**src/rtl/prime_search.sv**
```systemverilog
// rtl/prime_search.sv - probable-prime search controller driving a miller_rabin enable/done handshake.
// Optional mod-15 trial-division pre-filter enabled by defining PRIME_SEARCH_TRIAL_DIV_EN.
module prime_search #(
    parameter int WORD_WIDTH = 32,
    parameter int MAX_TRIES  = 1024
) (
    input  logic                  clk,
    input  logic                  rst,
    input  logic                  start,
    input  logic [WORD_WIDTH-1:0] seed,
    input  logic [5:0]            security_parameter_in,
    output logic                  busy,
    output logic                  done,
    output logic                  found,
    output logic [WORD_WIDTH-1:0] prime,
    output logic [15:0]           attempts,
    output logic                  mr_enable,
    output logic [WORD_WIDTH-1:0] mr_n,
    output logic [5:0]            mr_security_parameter,
    input  logic                  mr_done,
    input  logic                  mr_is_prime
);

    localparam logic [2:0] S_IDLE      = 3'd0;
    localparam logic [2:0] S_LOAD      = 3'd1;
    localparam logic [2:0] S_ISSUE     = 3'd2;
    localparam logic [2:0] S_WAIT_CLR  = 3'd3;
    localparam logic [2:0] S_WAIT_DONE = 3'd4;
    localparam logic [2:0] S_NEXT      = 3'd5;
    localparam logic [2:0] S_FINISH    = 3'd6;

    localparam logic [WORD_WIDTH-1:0] TOP_BIT   = {1'b1, {(WORD_WIDTH-1){1'b0}}};
    localparam logic [WORD_WIDTH-1:0] LOW_BIT   = {{(WORD_WIDTH-1){1'b0}}, 1'b1};
    localparam logic [WORD_WIDTH-1:0] WRAP_CAND = TOP_BIT | LOW_BIT;
    localparam logic [15:0]           MAX_TRIES_W = 16'(MAX_TRIES);

    logic [2:0]            state_q, state_d;
    logic [WORD_WIDTH-1:0] cand_q, cand_d;
    logic [5:0]            sec_q, sec_d;
    logic [15:0]           attempts_q, attempts_d;
    logic                  found_q, found_d;
    logic [WORD_WIDTH-1:0] prime_q, prime_d;
    logic                  busy_q, busy_d;
    logic                  done_q, done_d;
    logic                  mr_enable_q, mr_enable_d;
    logic [WORD_WIDTH:0]   cand_sum;

`ifdef PRIME_SEARCH_TRIAL_DIV_EN
    localparam int IDX_W = $clog2(WORD_WIDTH);

    logic [3:0]       r15_q, r15_d;
    logic [IDX_W-1:0] bit_idx_q, bit_idx_d;
    logic             full_q, full_d;
    logic [4:0]       r_shift;
    logic [3:0]       r_serial;
    logic [3:0]       r_load;
    logic [4:0]       r_plus2;

    // Candidate shares a factor with 15 exactly when its residue does.
    function automatic logic has_small_factor(input logic [3:0] r);
        return (r == 4'd0) || (r == 4'd3) || (r == 4'd5) || (r == 4'd6) ||
               (r == 4'd9) || (r == 4'd10) || (r == 4'd12);
    endfunction
`endif

    assign cand_sum = {1'b0, cand_q} + {{(WORD_WIDTH-1){1'b0}}, 2'd2};

    always_comb begin
        state_d    = state_q;
        cand_d     = cand_q;
        sec_d      = sec_q;
        attempts_d = attempts_q;
        found_d    = found_q;
        prime_d    = prime_q;
`ifdef PRIME_SEARCH_TRIAL_DIV_EN
        r15_d     = r15_q;
        bit_idx_d = bit_idx_q;
        full_d    = full_q;
        r_shift   = {r15_q, cand_q[bit_idx_q]};
        r_serial  = (r_shift >= 5'd15) ? 4'(r_shift - 5'd15) : r_shift[3:0];
        r_load    = full_q ? r_serial : r15_q;
        r_plus2   = {1'b0, r15_q} + 5'd2;
`endif

        case (state_q)
            S_IDLE: begin
                if (start) begin
                    cand_d     = seed | TOP_BIT | LOW_BIT;
                    sec_d      = security_parameter_in;
                    attempts_d = '0;
                    found_d    = 1'b0;
                    prime_d    = '0;
                    state_d    = S_LOAD;
`ifdef PRIME_SEARCH_TRIAL_DIV_EN
                    full_d    = 1'b1;
                    bit_idx_d = IDX_W'(WORD_WIDTH - 1);
                    r15_d     = '0;
`endif
                end
            end
            S_LOAD: begin
`ifdef PRIME_SEARCH_TRIAL_DIV_EN
                // Full residue is rebuilt MSB-first only after start or a wrap.
                if (full_q) begin
                    r15_d = r_serial;
                    if (bit_idx_q != '0) begin
                        bit_idx_d = bit_idx_q - 1'b1;
                    end else begin
                        full_d  = 1'b0;
                        state_d = has_small_factor(r_load) ? S_NEXT : S_ISSUE;
                    end
                end else begin
                    state_d = has_small_factor(r_load) ? S_NEXT : S_ISSUE;
                end
`else
                state_d = S_ISSUE;
`endif
            end
            S_ISSUE: begin
                attempts_d = attempts_q + 16'd1;
                state_d    = S_WAIT_CLR;
            end
            S_WAIT_CLR: begin
                if (!mr_done) begin
                    state_d = S_WAIT_DONE;
                end
            end
            S_WAIT_DONE: begin
                if (mr_done) begin
                    if (mr_is_prime) begin
                        found_d = 1'b1;
                        prime_d = cand_q;
                        state_d = S_FINISH;
                    end else if (attempts_q >= MAX_TRIES_W) begin
                        state_d = S_FINISH;
                    end else begin
                        state_d = S_NEXT;
                    end
                end
            end
            S_NEXT: begin
                if (cand_sum[WORD_WIDTH] || !cand_sum[WORD_WIDTH-1]) begin
                    cand_d = WRAP_CAND;
`ifdef PRIME_SEARCH_TRIAL_DIV_EN
                    full_d    = 1'b1;
                    bit_idx_d = IDX_W'(WORD_WIDTH - 1);
                    r15_d     = '0;
`endif
                end else begin
                    cand_d = cand_sum[WORD_WIDTH-1:0];
`ifdef PRIME_SEARCH_TRIAL_DIV_EN
                    r15_d = (r_plus2 >= 5'd15) ? 4'(r_plus2 - 5'd15) : r_plus2[3:0];
`endif
                end
                state_d = S_LOAD;
            end
            S_FINISH: begin
                state_d = S_IDLE;
            end
            default: begin
                state_d = S_IDLE;
            end
        endcase

        // Outputs are registered from the next state so each lines up with its state's cycle.
        busy_d      = (state_d != S_IDLE) && (state_d != S_FINISH);
        done_d      = (state_d == S_FINISH);
        mr_enable_d = (state_d == S_ISSUE);
    end

    always_ff @(posedge clk or negedge rst) begin
        if (!rst) begin
            state_q     <= S_IDLE;
            cand_q      <= '0;
            sec_q       <= '0;
            attempts_q  <= '0;
            found_q     <= 1'b0;
            prime_q     <= '0;
            busy_q      <= 1'b0;
            done_q      <= 1'b0;
            mr_enable_q <= 1'b0;
        end else begin
            state_q     <= state_d;
            cand_q      <= cand_d;
            sec_q       <= sec_d;
            attempts_q  <= attempts_d;
            found_q     <= found_d;
            prime_q     <= prime_d;
            busy_q      <= busy_d;
            done_q      <= done_d;
            mr_enable_q <= mr_enable_d;
        end
    end

`ifdef PRIME_SEARCH_TRIAL_DIV_EN
    always_ff @(posedge clk or negedge rst) begin
        if (!rst) begin
            r15_q     <= '0;
            bit_idx_q <= '0;
            full_q    <= 1'b0;
        end else begin
            r15_q     <= r15_d;
            bit_idx_q <= bit_idx_d;
            full_q    <= full_d;
        end
    end
`endif

    assign busy                  = busy_q;
    assign done                  = done_q;
    assign found                 = found_q;
    assign prime                 = prime_q;
    assign attempts              = attempts_q;
    assign mr_enable             = mr_enable_q;
    assign mr_n                  = cand_q;
    assign mr_security_parameter = sec_q;

endmodule

```
**config.mk**
```make
export PLATFORM = sky130hd
export DESIGN_NAME = prime_search
export DESIGN_NICKNAME = d
export VERILOG_FILES = /design/src/rtl/prime_search.sv
export SDC_FILE = /design/constraint.sdc
export NUM_CORES = 1
export LEC_CHECK = 0
export ABC_CLOCK_PERIOD_IN_PS = 5300
export CORE_AREA = 2 2 124 126
export DETAILED_ROUTE_END_ITERATION = 8
export DIE_AREA = 0 0 126 128
export MAX_ROUTING_LAYER = met4
export PLACE_DENSITY = 0.59
export SETUP_SLACK_MARGIN = 0.5
export SYNTH_ARGS = -nofsm -noshare
export SYNTH_HDL_FRONTEND = slang
export SYNTH_SLANG_ARGS = --single-unit
```
**constraint.sdc**
```tcl
create_clock -name clk -period 5.3 [get_ports clk]
set_clock_uncertainty 0.15 [all_clocks]
set_input_delay 0.795 -clock clk [delete_from_list [all_inputs] [get_ports clk]]
set_output_delay 0.795 -clock clk [all_outputs]
set_load 0.02 [all_outputs]
```
==> qor.txt <==
final core utilization: 41.68%
DR iter-0 viols: 289
Worst EP required: 5.38 ns
Starting Density: 29.50%
Setup crit end kind: register
CTS tree: done
cts hold-fix bufs: 0
Slew headroom: 36.22%
row count: 45
DIE HEIGHT: 128 um
IO buf count: 130
Antenna Violating Nets Remaining: 0
pwr/cell area: 524.0 mW/mm2
CTS Sinks: 93
vias in the first global route: 3958
post-synthesis compound-gate area fraction: 22.68%
core area: 0.01486 mm2
Slew @ Worst Pin: 0.9567 ns
RSZ-0062 raised after global routing: no
Final TNS setup: 0 ns
Nets: 603
Fillers: 1461
Final Max Tran Viols: 0
Max-Cap Viols: 0
WL per Instance: 17.33 um
Syn Area/Cell: 10.20 um2
total CTS buffers: 9
area of the multi-input gates: 0.001946 mm2
Distinct cells, synth: 52
Pwr Total: 3246 uW
Resize count post-CTS: 0
setup violators final: 0
first-pass GRT wire length: 20840 um
startpoint types: register
Final Hold Fails: 0
total grt overflow: 0
largest family of logic cells by synthesized area: compound AO/OA/AOI/OAI gates
post-synthesis xor/xnor area fraction: 0.7989%
status: finished, final reports clean
Initial DRT Pass Iterations: 4
H-tree levels: 3
largest net degree at the start of global routing: 75
diode count: 0
FF+latch area: 0.002327 mm2
Synth Flop Type: dfrtp_1
vias: 4003
Worst-Skew Late Latency: 0.35 ns
Clock transition at path regs: 0.07 ns
commonest non-fill, non-tap cell in the layout: clkdlybuf4s50_1
area added between synthesis and finish: 41.26%
most frequent cells in the layout: clkdlybuf4s50_1 (129), dfrtp_1 (93), nand2_1 (54), a22o_1 (33), nand3_1 (23)
initial antenna violation count: 0
Gate Count Post-Synth: 430
synthesis-stage register bit count: 93
async set-or-reset flop fraction in the synthesized netlist: 100.0%
period utilization: 56.89%
crit path DAT: 3.10 ns
hpwl dp: 9091 um
Yosys Warn Count: 0
post-synthesis mux area share: 1.141%
placed insts: 734
HP Class: in2async
GP Congestion: 0.7830
Non-Filler Instances: 750
Synth Area in Adders: 0.8559%
Top-Level Pins: 133
vias per cell: 5.337
Pleak: 0.002562 uW
Post-Synth Simple-Gate Area: 18.74%
Post-synth EDFFs: 0
Setup CP Type: reg2reg
Die W: 126 um
DRC Markers: 0
post-CTS setup buffers: 0
Root Buffer: clkbuf_16
Seq/Total Area, Yosys: 53.07%
drt total wl: 13000 um
gr usage total: 16.66%
Max IR drop VDD: 262.3 uV
die area: 0.01613 mm2
CP Max Fanout: 27
syn nets: 476
CTS Buffer Depth: 2
fmax: 0.3317 GHz
min cycle time layout: 3.015 ns
share of cells above drive strength 1: 6.050%
post-synth design cell area: 0.004385 mm2
[cell families after synthesis]
logic type                 count (synthesis)
buffers and inverters                     29
DFF                                       93
muxes                                      5
AOI/OAI and AO/OA                        136
adders and majority gates                  3
and+or+nand+nor                          160
xor gates and xnor gates                   4
[worst paths after layout]
kind	to	depth (start not counted)	startpoint	slack, ns
worst max-delay path	mr_n[12]$_DFFE_PN0P_	8	mr_n[1]$_DFFE_PN0P_	2.28
worst min-delay path	attempts[4]$_DFFE_PN0P_	1	rst	0.16
worst max register to register	mr_n[12]$_DFFE_PN0P_	8	mr_n[1]$_DFFE_PN0P_	2.28
worst min register to register	mr_security_parameter[5]$_DFFE_PN0P_	2	mr_security_parameter[5]$_DFFE_PN0P_	0.33
max in group asynchronous	mr_enable$_DFF_PN0_	2	rst	3.59
min in group clk	mr_security_parameter[5]$_DFFE_PN0P_	2	mr_security_parameter[5]$_DFFE_PN0P_	0.33
[power by group]
| part | total (uW) | internal, uW | switching, uW |
|---|---|---|---|
| Sequential | 1250 | 936 | 314 |
| Combinational | 1320 | 637 | 687 |
| Clock | 672 | 392 | 281 |
[layer usage]
metal	part of all wire (%)	GRT usage (%)
met1	47	22.01
met2	46	25.93
met3	4.9	3.381
met4	1.6	5.236
met5	0	-
[state kept, by name, indices dropped and copies added (netlist names)]
name / flops
mr_n: 32
prime: 32
attempts: 16
mr_security_parameter: 6
state_q: 3
busy: 1
done: 1
found: 1
mr_enable: 1
[synth_stat cells (all sizes together), types with 2 or more instances]
library cell / instances / area (um2)
nor3: 7 / 35.03
and2: 2 / 12.51
mux2i: 5 / 50.05
o211ai: 8 / 65.06
nor3b: 6 / 45.04
or4: 2 / 15.01
o32ai: 2 / 17.52
o31ai: 4 / 30.03
o21ai: 34 / 170.2
a31oi: 3 / 18.77
buf: 7 / 36.28
and4: 2 / 17.52
or2: 3 / 18.77
a22oi: 9 / 67.56
nand2: 54 / 202.7
nand3: 23 / 115.1
clkbuf: 13 / 48.80
dfrtp: 93 / 2327
a221o: 10 / 100.1
or3: 9 / 56.30
nor2: 21 / 78.83
a22o: 33 / 289.0
o21a: 2 / 15.01
o41ai: 2 / 17.52
a31o: 2 / 17.52
ha: 3 / 37.54
a21oi: 11 / 55.05
o311ai: 2 / 17.52
inv: 9 / 33.78
nor4: 5 / 43.79
xor2: 4 / 35.03
o31a: 4 / 35.03
nand4: 11 / 75.07
a21o: 5 / 37.54
and3: 10 / 62.56
[per-stage QoR]
stage	hold slack, ns	worst slack [ns]	cell area, um2
after detailed placement	0.3163	2.051	5886
after global placement	0.3144	2.112	5886
after CTS	0.1619	2.318	6195
final	0.1629	2.285	6195
after floorplan	0.3494	2.851	4385
after global routing	0.1717	2.096	6195
[area by class of cell]
type,instances,share of cell area [%]
Sequential cell,93,37.57
Multi-Input combinational cell,308,31.41
Timing Repair Buffer,136,21.69
Clock buffer,11,4.080
Tap cell,188,3.797
Clock inverter,5,0.9089
Inverter,9,0.5453
[worst max-delay path, stage by stage, from the launching register on]
cell,delay [ns]
dfrtp_1,0.50
ha_1,0.23
nand3_1,0.24
nor4_2,0.41
a31oi_1,0.14
o211ai_2,0.37
buf_4,0.37
o21ai_0,0.17
a221o_1,0.31
No activity file was read; power rests on OpenSTA's default activity.
==> edit: new RTL, same settings <==
Add a define of `PRIME_SEARCH_TRIAL_DIV_EN`.
--- a/src/rtl/prime_search.sv
+++ b/src/rtl/prime_search.sv
@@ -1,4 +1,6 @@
 // rtl/prime_search.sv - probable-prime search controller driving a miller_rabin enable/done handshake.
 // Optional mod-15 trial-division pre-filter enabled by defining PRIME_SEARCH_TRIAL_DIV_EN.
+`define PRIME_SEARCH_TRIAL_DIV_EN
+
 module prime_search #(
     parameter int WORD_WIDTH = 32,
Check against the original RTL: not equivalent (Yosys sat finds a counterexample within 4 cycles, from zero or initial values and one cycle with rst low).
==> edit against the original RTL <==
Non-clock buffer count is 1 lower. Synthesized area is 26% higher. Routed wire length is 21% higher. Maximum frequency is 31% lower. Final area is 17% higher. Setup slack worse by 1400 ps. Clock power is 4.9% lower. Sequential cell count is 10 higher. Sequential share of layout area is 2.0 points lower. Final cell count is 17% higher. Synthesized cell count is 33% higher. Power is 18% higher.
==> edit: results (changes against the original RTL) <==
\begin{tabular}{lr}
\hline
Metric & Value \\
\hline
\multicolumn{2}{l}{\textbf{Routing}} \\
\quad Initial drt markers & 323 (+12\%) \\
\quad Drt via density & 5.68 (+6.4\%) \\
\multicolumn{2}{l}{\textbf{Pwr}} \\
\quad Switching power share of the total & 43.0\% (+3.5 points) \\
\quad Total sequential power & 0.00141 W (+13\%) \\
\quad Peak supply drop & 0.000215 V (-18\%) \\
\quad Total combinational power & 0.00177 W (+34\%) \\
\quad Static leakage & 3.02 nW (+18\%) \\
\multicolumn{2}{l}{\textbf{Yosys}} \\
\quad Number of distinct standard cells referenced by the synthesized netlist & 59 (+13\%) \\
\quad FFs w/ async S/R, synth & 100\% (unchanged) \\
\quad Cell types with the highest counts after synthesis & dfrtp\_1 (103), nand2\_1 (71), o21ai\_0 (58), a22o\_1 (33), nor2\_1 (30) \\
\quad Compound-Gate Fraction of Synth Area & 22.7\% (+0.035 points) \\
\quad Adder-cell area share of the yosys netlist & 2.03\% (+1.2 points) \\
\quad Synth Net Count & 623 (+31\%) \\
\quad Xor/xnor share of the synthesized area & 0.949\% (+0.15 points) \\
\multicolumn{2}{l}{\textbf{Cells and area}} \\
\quad Area used by sequential logic in the layout & 2580 um\^{}2 (+11\%) \\
\quad Proportion of layout cells with a drive suffix above 1 & 6.09\% (+0.037 points) \\
\quad Nets & 737 (+22\%) \\
\quad FILL cells & 1391 (-4.8\%) \\
\multicolumn{2}{l}{\textbf{Critical path}} \\
\quad Cell with the largest stage delay on the worst path & dfrtp\_2 \\
\quad Launching point of the worst reg2reg path & bit\_idx\_q[1]\$\_DFFE\_PN0P\_ \\
\quad WP data arrival & 4440 ps (+1340 ps) \\
\quad Worst stage delay on the critical path & 560 ps (+60 ps) \\
\multicolumn{2}{l}{\textbf{Global route}} \\
\quad Overall fraction of global-route tracks in use & 20.6\% (+4.0 points) \\
\quad Via count of the first global-routing pass & 4909 (+24\%) \\
\quad Wire length of the first global-routing pass & 26.0 mm (+25\%) \\
\multicolumn{2}{l}{\textbf{Outcome}} \\
\quad Result of the run & finished, final reports clean \\
\multicolumn{2}{l}{\textbf{Min path}} \\
\quad Kind of path behind the tightest hold check & flip-flop to flip-flop \\
\multicolumn{2}{l}{\textbf{STA}} \\
\quad Relative slew slack & 9.81\% (-26 points) \\
\hline
\end{tabular}
## edit: through the flow
| stage | instances | setup WS (ps) | util [%] |
|---|---|---|---|
| after CTS | 878 | 797 | 48.8 |
| after floorplan | 571 | 1550 | - |
| after detailed placement | 862 | 830 | 47.0 |
| after global placement | 862 | 885 | 47.0 |
| after global routing | 878 | 545 | 48.8 |
| final | 878 | 933 | 48.8 |
## edit: repair_timing
item | in CTS | in global routing
hold endpoints to repair | 0 | 0
resized for setup | 0 | 1
setup endpoints to repair | 0 | 1
## edit: final timing paths
kind,to,slack (ps),cells after the start
setup / recovery,state_q[0]$_DFF_PN0_,930,14
setup reg to reg,state_q[0]$_DFF_PN0_,930,14
hold reg to reg,mr_security_parameter[0]$_DFFE_PN0P_,330,2
max in group asynchronous,mr_n[17]$_DFFE_PN0P_,3540,2
min in group asynchronous,found$_DFFE_PN0P_,370,1
hold / removal,mr_security_parameter[0]$_DFFE_PN0P_,330,2
## edit: final cells by class
cell class              instances  share of cell area, %
flip-flops and latches        103                   35.5
inverters                      12                  0.621
well taps                     188                   3.24
multi-input cells             424                   38.4
clock inverters                 5                  0.465
clock buffers                  11                   3.34
repair buffers                135                   18.4
## edit: worst min-delay path: cells and delay by family (launching register included)
| kind | cells | cell delay (ps) |
|---|---|---|
| flip-flops | 1 | 340 |
| AND/OR/NAND/NOR | 2 | 110 |
## edit: metal layers
metal  GRT usage [%]  vias up  share of wire [%]
met5               -        -                  0
met4            5.56        0                1.1
met3            3.42       12                4.5
met2            32.9      139                 48
met1            27.6     2459                 46
li1                -     2376                  -
